`src/rtl/uart_tx_pkg.sv`:
```
// Shared definitions for the UART transmit controller: FSM states, line-mux codes
// and the default frame width.
package uart_tx_pkg;

    localparam int DATA_WIDTH_DEF = 8;

    typedef enum logic [2:0] {
        IDLE,
        START,
        DATA,
        PARITY,
        STOP
    } txState_e;

    localparam logic [1:0] MUX_START  = 2'b00;
    localparam logic [1:0] MUX_STOP   = 2'b01;
    localparam logic [1:0] MUX_DATA   = 2'b10;
    localparam logic [1:0] MUX_PARITY = 2'b11;

endpackage

```
`src/rtl/uart_tx_ctrl_parity_calc.sv`:
```
// Combinational parity of the parallel byte; even parity when PAR_TYP=0, odd when 1.
module parity_calc #(
    parameter int DATA_WIDTH = 8
) (
    input  logic [DATA_WIDTH-1:0] P_DATA,
    input  logic                  PAR_TYP,
    output logic                  par_bit
);

    assign par_bit = (^P_DATA) ^ PAR_TYP;

endmodule

```
`src/rtl/uart_tx_ctrl.sv`:
```
// UART transmit sequencer: drives the external serializer and the line mux,
// inserting start, optional parity and one or two stop bits around each byte.
module uart_tx_ctrl
    import uart_tx_pkg::*;
#(
    parameter int DATA_WIDTH = DATA_WIDTH_DEF
) (
    input  logic                  CLK,
    input  logic                  RST,
    input  logic [DATA_WIDTH-1:0] P_DATA,
    input  logic                  Data_Valid,
    input  logic                  PAR_EN,
    input  logic                  PAR_TYP,
    input  logic                  STOP2,
    input  logic                  ser_data,
    output logic                  ser_en,
    output logic [1:0]            mux_sel,
    output logic                  busy,
    output logic                  TX_OUT
);

    localparam int CNT_W = (DATA_WIDTH > 1) ? $clog2(DATA_WIDTH) : 1;
    localparam logic [CNT_W-1:0] LAST_BIT = CNT_W'(DATA_WIDTH - 1);
    localparam logic FIRST_DATA_EN = (DATA_WIDTH > 1);

    txState_e         state_q;
    logic [CNT_W-1:0] bitCnt_q;
    logic             stopCnt_q;
    logic             parEn_q;
    logic             stop2_q;
    logic             parBit_q;
    logic             serEn_q;
    logic [1:0]       muxSel_q;
    logic             busy_q;
    logic             parBit;
    logic             accept;

    parity_calc #(
        .DATA_WIDTH (DATA_WIDTH)
    ) u_parity (
        .P_DATA  (P_DATA),
        .PAR_TYP (PAR_TYP),
        .par_bit (parBit)
    );

    // busy_q is only low in IDLE and the final stop cycle, so this is the accept window
    assign accept = Data_Valid & ~busy_q;

    always_ff @(posedge CLK) begin
        if (RST) begin
            state_q   <= IDLE;
            bitCnt_q  <= '0;
            stopCnt_q <= 1'b0;
            parEn_q   <= 1'b0;
            stop2_q   <= 1'b0;
            parBit_q  <= 1'b0;
            serEn_q   <= 1'b0;
            muxSel_q  <= MUX_STOP;
            busy_q    <= 1'b0;
        end else if (accept) begin
            state_q   <= START;
            bitCnt_q  <= '0;
            stopCnt_q <= 1'b0;
            parEn_q   <= PAR_EN;
            stop2_q   <= STOP2;
            parBit_q  <= parBit;
            serEn_q   <= 1'b1;
            muxSel_q  <= MUX_START;
            busy_q    <= 1'b1;
        end else begin
            case (state_q)
                IDLE: begin
                    serEn_q  <= 1'b0;
                    muxSel_q <= MUX_STOP;
                    busy_q   <= 1'b0;
                end
                START: begin
                    state_q  <= DATA;
                    serEn_q  <= FIRST_DATA_EN;
                    muxSel_q <= MUX_DATA;
                    busy_q   <= 1'b1;
                end
                DATA: begin
                    if (bitCnt_q == LAST_BIT) begin
                        bitCnt_q  <= '0;
                        stopCnt_q <= 1'b0;
                        serEn_q   <= 1'b0;
                        if (parEn_q) begin
                            state_q  <= PARITY;
                            muxSel_q <= MUX_PARITY;
                            busy_q   <= 1'b1;
                        end else begin
                            state_q  <= STOP;
                            muxSel_q <= MUX_STOP;
                            busy_q   <= stop2_q;
                        end
                    end else begin
                        bitCnt_q <= bitCnt_q + CNT_W'(1);
                        // the serializer needs no shift on the last data bit
                        serEn_q  <= (int'(bitCnt_q) + 2 < DATA_WIDTH);
                    end
                end
                PARITY: begin
                    state_q   <= STOP;
                    stopCnt_q <= 1'b0;
                    muxSel_q  <= MUX_STOP;
                    busy_q    <= stop2_q;
                end
                STOP: begin
                    if (stop2_q && !stopCnt_q) begin
                        stopCnt_q <= 1'b1;
                        busy_q    <= 1'b0;
                    end else begin
                        state_q   <= IDLE;
                        stopCnt_q <= 1'b0;
                        muxSel_q  <= MUX_STOP;
                        busy_q    <= 1'b0;
                    end
                end
                default: begin
                    state_q  <= IDLE;
                    serEn_q  <= 1'b0;
                    muxSel_q <= MUX_STOP;
                    busy_q   <= 1'b0;
                end
            endcase
        end
    end

    always_comb begin
        TX_OUT = 1'b1;
        case (muxSel_q)
            MUX_START:  TX_OUT = 1'b0;
            MUX_STOP:   TX_OUT = 1'b1;
            MUX_DATA:   TX_OUT = ser_data;
            MUX_PARITY: TX_OUT = parBit_q;
            default:    TX_OUT = 1'b1;
        endcase
    end

    assign ser_en  = serEn_q;
    assign mux_sel = muxSel_q;
    assign busy    = busy_q;

endmodule
```
`config.mk`:
```
export PLATFORM = sky130hd
export DESIGN_NAME = uart_tx_ctrl
export DESIGN_NICKNAME = d
export VERILOG_FILES = /design/src/rtl/uart_tx_pkg.sv /design/src/rtl/uart_tx_ctrl_parity_calc.sv /design/src/rtl/uart_tx_ctrl.sv
export SDC_FILE = /design/constraint.sdc
export NUM_CORES = 1
export LEC_CHECK = 0
export BUFFER_PORTS_ARGS = -buffer_cell sky130_fd_sc_hd__buf_2
export CAP_MARGIN = 20
export CORE_AREA = 2 2 42 44
export CTS_CLUSTER_DIAMETER = 50
export DETAILED_ROUTE_END_ITERATION = 16
export DIE_AREA = 0 0 44 46
export GPL_TIMING_DRIVEN = 0
export PLACE_DENSITY = 0.77
export SYNTH_ARGS = -nofsm -noshare
export SYNTH_HDL_FRONTEND = slang
export SYNTH_SLANG_ARGS = --single-unit
```
`constraint.sdc`:
```
create_clock -name CLK -period 4.6 [get_ports CLK]
set_input_delay 0.69 -clock CLK [delete_from_list [all_inputs] [get_ports CLK]]
set_output_delay 0.69 -clock CLK [all_outputs]
set_load 0.02 [all_outputs]
```
-- Word-level counts from Yosys, hierarchy flattened
Cells that the tools add are included.
- flip-flop bits (word level): 14
- input port bits: 15
- output and inout port bits: 5
- logic and storage cells: 67
- add/sub/neg operators: 2
- order comparisons: 1
- equal/unequal tests: 14
- mux-type cells: 22
- bitwise gates (word level): 4
- reductions and logical operators: 13
- operator list (cell ; number):
    one-hot mux 3 bit (5 select lines) ; 1
    2-to-1 mux 3 bit ; 4
    2-to-1 mux 1 bit ; 9
    one-hot mux 1 bit (3 select lines) ; 3
    parity 8 bit ; 1
    == test 3 x 2 -> 1 bit (second input constant) ; 2
    == test 3 bit (second input constant) ; 2
    2-to-1 mux 2 bit ; 3
    inequality test 2 bit (second input constant) ; 3
    inequality test 3 bit (second input constant) ; 2
    one-hot mux 2 bit (3 select lines) ; 1
    AND reduction 2 bit ; 3
    AND reduction 3 bit ; 2
    adder 3 x 2 -> 4 bit (second input constant) ; 1
    == test 2 bit (second input constant) ; 2
    less-than comparator 4 bit (second input constant) ; 1
    one-hot mux 1 bit (4 select lines) ; 1
    OR reduction 2 bit ; 2
    adder 3 x 1 -> 3 bit (second input constant) ; 1
    == test 3 x 1 -> 1 bit (second input constant) ; 1
    zero test 3 bit ; 1
    nonzero test 3 bit ; 1
    == test 2 x 1 -> 1 bit (second input constant) ; 1
    zero test 2 bit ; 1
    other kinds (6) ; 7

-- Depth between registers and ports, before layout
- word-level depth: 5
- gate-level depth with buffers: 6
- gate-level depth less buffers: 5

-- Hierarchy
A second synthesis with hierarchy kept.
- cell total of the unflattened synthesis: 92
- area total of the unflattened synthesis: 824.5 um2
- by module, submodules not included (module ; times used ; cells each ; area an instance (um2) ; sequential area each (um2)):
    uart_tx_ctrl ; 1 ; 85 ; 742.0 ; 280.3
    parity_calc ; 1 ; 7 ; 82.6 ; 0.0

-- Least setup slack after synthesis
No wires, ideal clock.
- path kind: input -> output
- start: input port ser_data
- end: output port TX_OUT
- data arrival time: 1.126 ns
- required time: 3.910 ns
- setup slack: 2.784 ns
- stages: 2
- buffers on the path: 0
- cells stage by stage: a21oi_1 a31oi_1
- word-level cells in the longest chain between the ends: 1
- ends and longest elaborated chain (element ; line ; RTL):
    start: declaration ; uart_tx_ctrl.sv:15 ; input logic ser_data,
    one-hot mux 1 bit (4 select lines) ; uart_tx_ctrl.sv:132 ; case (muxSel_q)
    end: declaration ; uart_tx_ctrl.sv:19 ; output logic TX_OUT
Every way passes these cells.

-- Final worst setup path
Ends and elaborated chain as after synthesis.

==> PnR_summary.wiki <==
{| class="wikitable"
! Metric !! Value
|-
| Status || completed
|-
| Wire length of the first global-routing pass || 2.38 mm
|-
| Port bufs || 18
|-
| Die outline width || 44 um
|-
| Total track usage || 16.5%
|-
| Count of flip-flops with a built-in enable after synthesis || 0
|-
| Worst clock skew || 0.00187 ns
|-
| Number of warnings issued by yosys || 0
|-
| Clk_lat worst skew || 0.29 ns
|-
| Number of H-tree levels || 1
|-
| Top_reg_cell synth || dfxtp_1
|-
| Number of design rule violations left after detail routing || 0
|-
| Comb pwr share || 20.1%
|-
| Post-detailed-placement cell area || 900 um2
|-
| Number of hold buffers added after CTS || 0
|-
| Vias per std cell || 5.51
|-
| Met2 wirelength from detailed routing || 722 um
|-
| Share of the synthesized area in compound gates (AO/OA/AOI/OAI) || 18.4%
|-
| Area inside the core boundary || 0.00161 mm2
|-
| Number of instances in the synthesized netlist || 90
|-
| Total Neg Setup Slack || 0 ns
|-
| TritonCTS clock tree || built
|-
| Power per unit of standard cell area || 280 mW/mm2
|-
| Final critical delay including setup and external delays || 1.84 ns
|-
| Starting DRT DRC Count || 12
|-
| Placement Setup Slack || 2.76 ns
|-
| Xor/xnor share of the synthesized area || 8.41%
|-
| Fmax || 544 MHz
|-
| Async SR Flop Fraction || 0%
|-
| Arrival @ worst endpoint || 1.15 ns
|-
| Post-layout instance count excluding filler cells || 128
|-
| Setup slack of the worst register-to-register path || 2.85 ns
|-
| Worst Max-Slew Pin Slew || 0.470 ns
|-
| # diodes || 0
|-
| Global placer's final weighted congestion || 0.768
|-
| Clock tree buffer depth || 2
|-
| Synth Register Bits || 14
|-
| Sequential-to-total area share from yosys stat || 35.6%
|-
| Most frequent standard cell in the layout excluding fill and tap cells || buf_2
|-
| Dominant combinational cell family by area after synthesis || simple AND/OR/NAND/NOR gates
|-
| Setup crit start kind || input port
|-
| Path depth of the worst reg2reg path || 6
|-
| Distinct cell type count of the synthesized netlist || 33
|-
| Cell taking the most area after synthesis || dfxtp_1
|-
| Hold violation total from the final report || 0
|-
| Routed Antenna Nets || 0
|-
| Post-CTS setup repair buffer count || 0
|-
| Die height || 46 um
|-
| Total vias in the final route || 705
|-
| Post-cts gate resize count || 0
|-
| Flop pwr share || 51.2%
|-
| Instance count along the most critical hold path || 2
|-
| Initial cell density of the core || 48.8%
|-
| Antenna violations before repair || 0
|-
| Most frequent cells in the layout || 18 x buf_2, 14 x dfxtp_1, 9 x nor2_1, 7 x a21oi_1, 7 x nand2_1
|-
| Mapped Nets || 107
|-
| Final layout net count || 130
|-
| Worst R2R Start || bitCnt_q[0]
|-
| I/O pin total || 20
|-
| Area added between synthesis and finish || 17.0%
|-
| Clock-pin transition on the worst setup and hold timing paths || 0.09 ns
|-
| Clk pwr share || 28.7%
|-
| Post-synthesis mux area share || 2.54%
|-
| Root buffer cell || clkbuf_4
|-
| Worst hold slack || 0.485 ns
|-
| Average wire per standard cell || 12.4 um
|-
| Detailed-route wire length on metal 1 || 756 um
|-
| Yosys top cell area share || 35.6%
|-
| Share of the cycle needed by the critical path after routing || 39.9%
|-
| Int Pwr || 184 uW
|-
| Critical Path End Type || output port
|-
| VDD IR-drop max || 0.175 mV
|-
| Pin count of the biggest net entering global routing || 11
|-
| Required time of the critical path || 3.91 ns
|-
| Endpoint of the worst hold-timing path || bitCnt_q[2]
|-
| Met3 layer wire length in the routed design || 69 um
|-
| Post-Synthesis Mean Instance Area || 8.76 um2
|-
| Switching power || 74.8 uW
|-
| Count of maximum capacitance violations || 0
|-
| DP Cell Count || 125
|-
| Setup Crit Path Kind || input port to output port
|-
| Row count || 15
|-
| Floorplan die area || 0.00202 mm2
|-
| Adder and majority gate portion of the synthesized area || 3.17%
|-
| Layout cell share with drive strength beyond 1 || 23.4%
|-
| Final setup margin || 2.76 ns
|-
| Worst slew margin relative to its limit || 68.7%
|-
| Main area contributors after synthesis || dfxtp_1 36%, a21oi_1 4.4%, nor2_1 4.3%, nand2_1 3.3%, xnor2_1 3.3%
|-
| Detailed Route WL || 1.59 mm
|-
| Total number of clock tree sinks || 14
|-
| Clock buffers created by TritonCTS || 3
|-
| Final setup violating endpoints || 0
|-
| Static Leakage || 0.417 nW
|-
| Net switching share of the total power || 28.9%
|-
| Reg2reg end || mux_sel[1]
|-
| Unrepaired setup endpoints after global routing || false
|-
| HP Class || register to register
|-
| TritonRoute pass-1 iters || 4
|-
| Post-detail-place hpwl || 1.20 mm
|-
| Post-synthesis cell area || 788 um2
|-
| FILL cells || 149
|-
| Start point of the worst hold path || bitCnt_q[2]
|-
| Uppermost metal layer occupied by signal nets || met4
|-
| Crit Path Max Fanout || 1
|-
| GRT Residual Overflow || 0
|-
| Share of synthesized cell area in and, or, nand and nor gates || 27.1%
|-
| Via count of the first global-routing pass || 572
|-
| Design area || 922 um2
|-
| Max-slew violations || 0
|}
## critical path, cell delays in order
cell and delay (ns):
buf_2 0.08, a21oi_1 0.05, a31oi_1 0.14, buf_2 0.18
## cell families after synthesis
| family | Yosys count |
|---|---|
| AOI/OAI and AO/OA | 22 |
| xor gates and xnor gates | 6 |
| adders and majority gates | 2 |
| buffers and inverters | 7 |
| DFF | 14 |
| muxes | 2 |
| and+or+nand+nor | 37 |
## worst max-delay path by stage
stage                 endpoint         from  slack (ns)
finish                  TX_OUT     ser_data        2.76
global route        mux_sel[1]  bitCnt_q[1]        2.73
CTS                     TX_OUT     ser_data        2.76
detailed placement      TX_OUT     ser_data        2.76
global placement        TX_OUT     ser_data        2.79
floorplan               TX_OUT     ser_data        2.78
## power by group through the flow
stage | sequential, mW | combinational, mW | clock (mW)
after floorplan | 0.137 | 0.0340 | 0
after CTS | 0.132 | 0.0523 | 0.0724
final | 0.132 | 0.0520 | 0.0742
after global placement | 0.135 | 0.0497 | 0
after detailed placement | 0.135 | 0.0522 | 0
after global routing | 0.133 | 0.0567 | 0.0765
## area by class of cell
class | count | area [um2] | share of cell area [%]
clock buffer | 3 | 22.5 | 2.44
multi-input combinational | 69 | 470 | 51.0
timing repair buffer | 18 | 90.1 | 9.77
sequential | 14 | 280 | 30.4
inverter | 1 | 3.75 | 0.407
buffer | 6 | 33.8 | 3.66
tap | 17 | 21.3 | 2.31
## metrics by stage
stage | power (mW) | util (%)
after CTS | 0.257 | 57.1
after floorplan | 0.171 | -
after global placement | 0.184 | 55.7
after detailed placement | 0.187 | 55.7
final | 0.258 | 57.1
after global routing | 0.266 | 57.1
## synth_stat cells (all sizes together), types with 2 or more instances
cell type,count
nand3b,3
a31oi,4
mux2i,2
o21ai,2
nor3,2
a21oi,7
ha,2
nor2b,4
nand2b,4
clkbuf,4
dfxtp,14
xor2,2
xnor2,3
nand2,7
nor2,10
o21ba,2
buf,2
nor3b,4
## routing by layer
metal	GRT usage, %	vias to the layer above
li1	-	357
met1	20.3	327
met2	26.8	16
met3	2.38	5
met4	10.9	0
met5	0	-
## sequential cells by signal, summed over array words and instances (netlist names)
register   count
stop2_q        1
state_q        3
parEn_q        1
stopCnt_q      1
busy           1
mux_sel        2
parBit_q       1
bitCnt_q       3
ser_en         1
(Power assumes the default switching activity.)
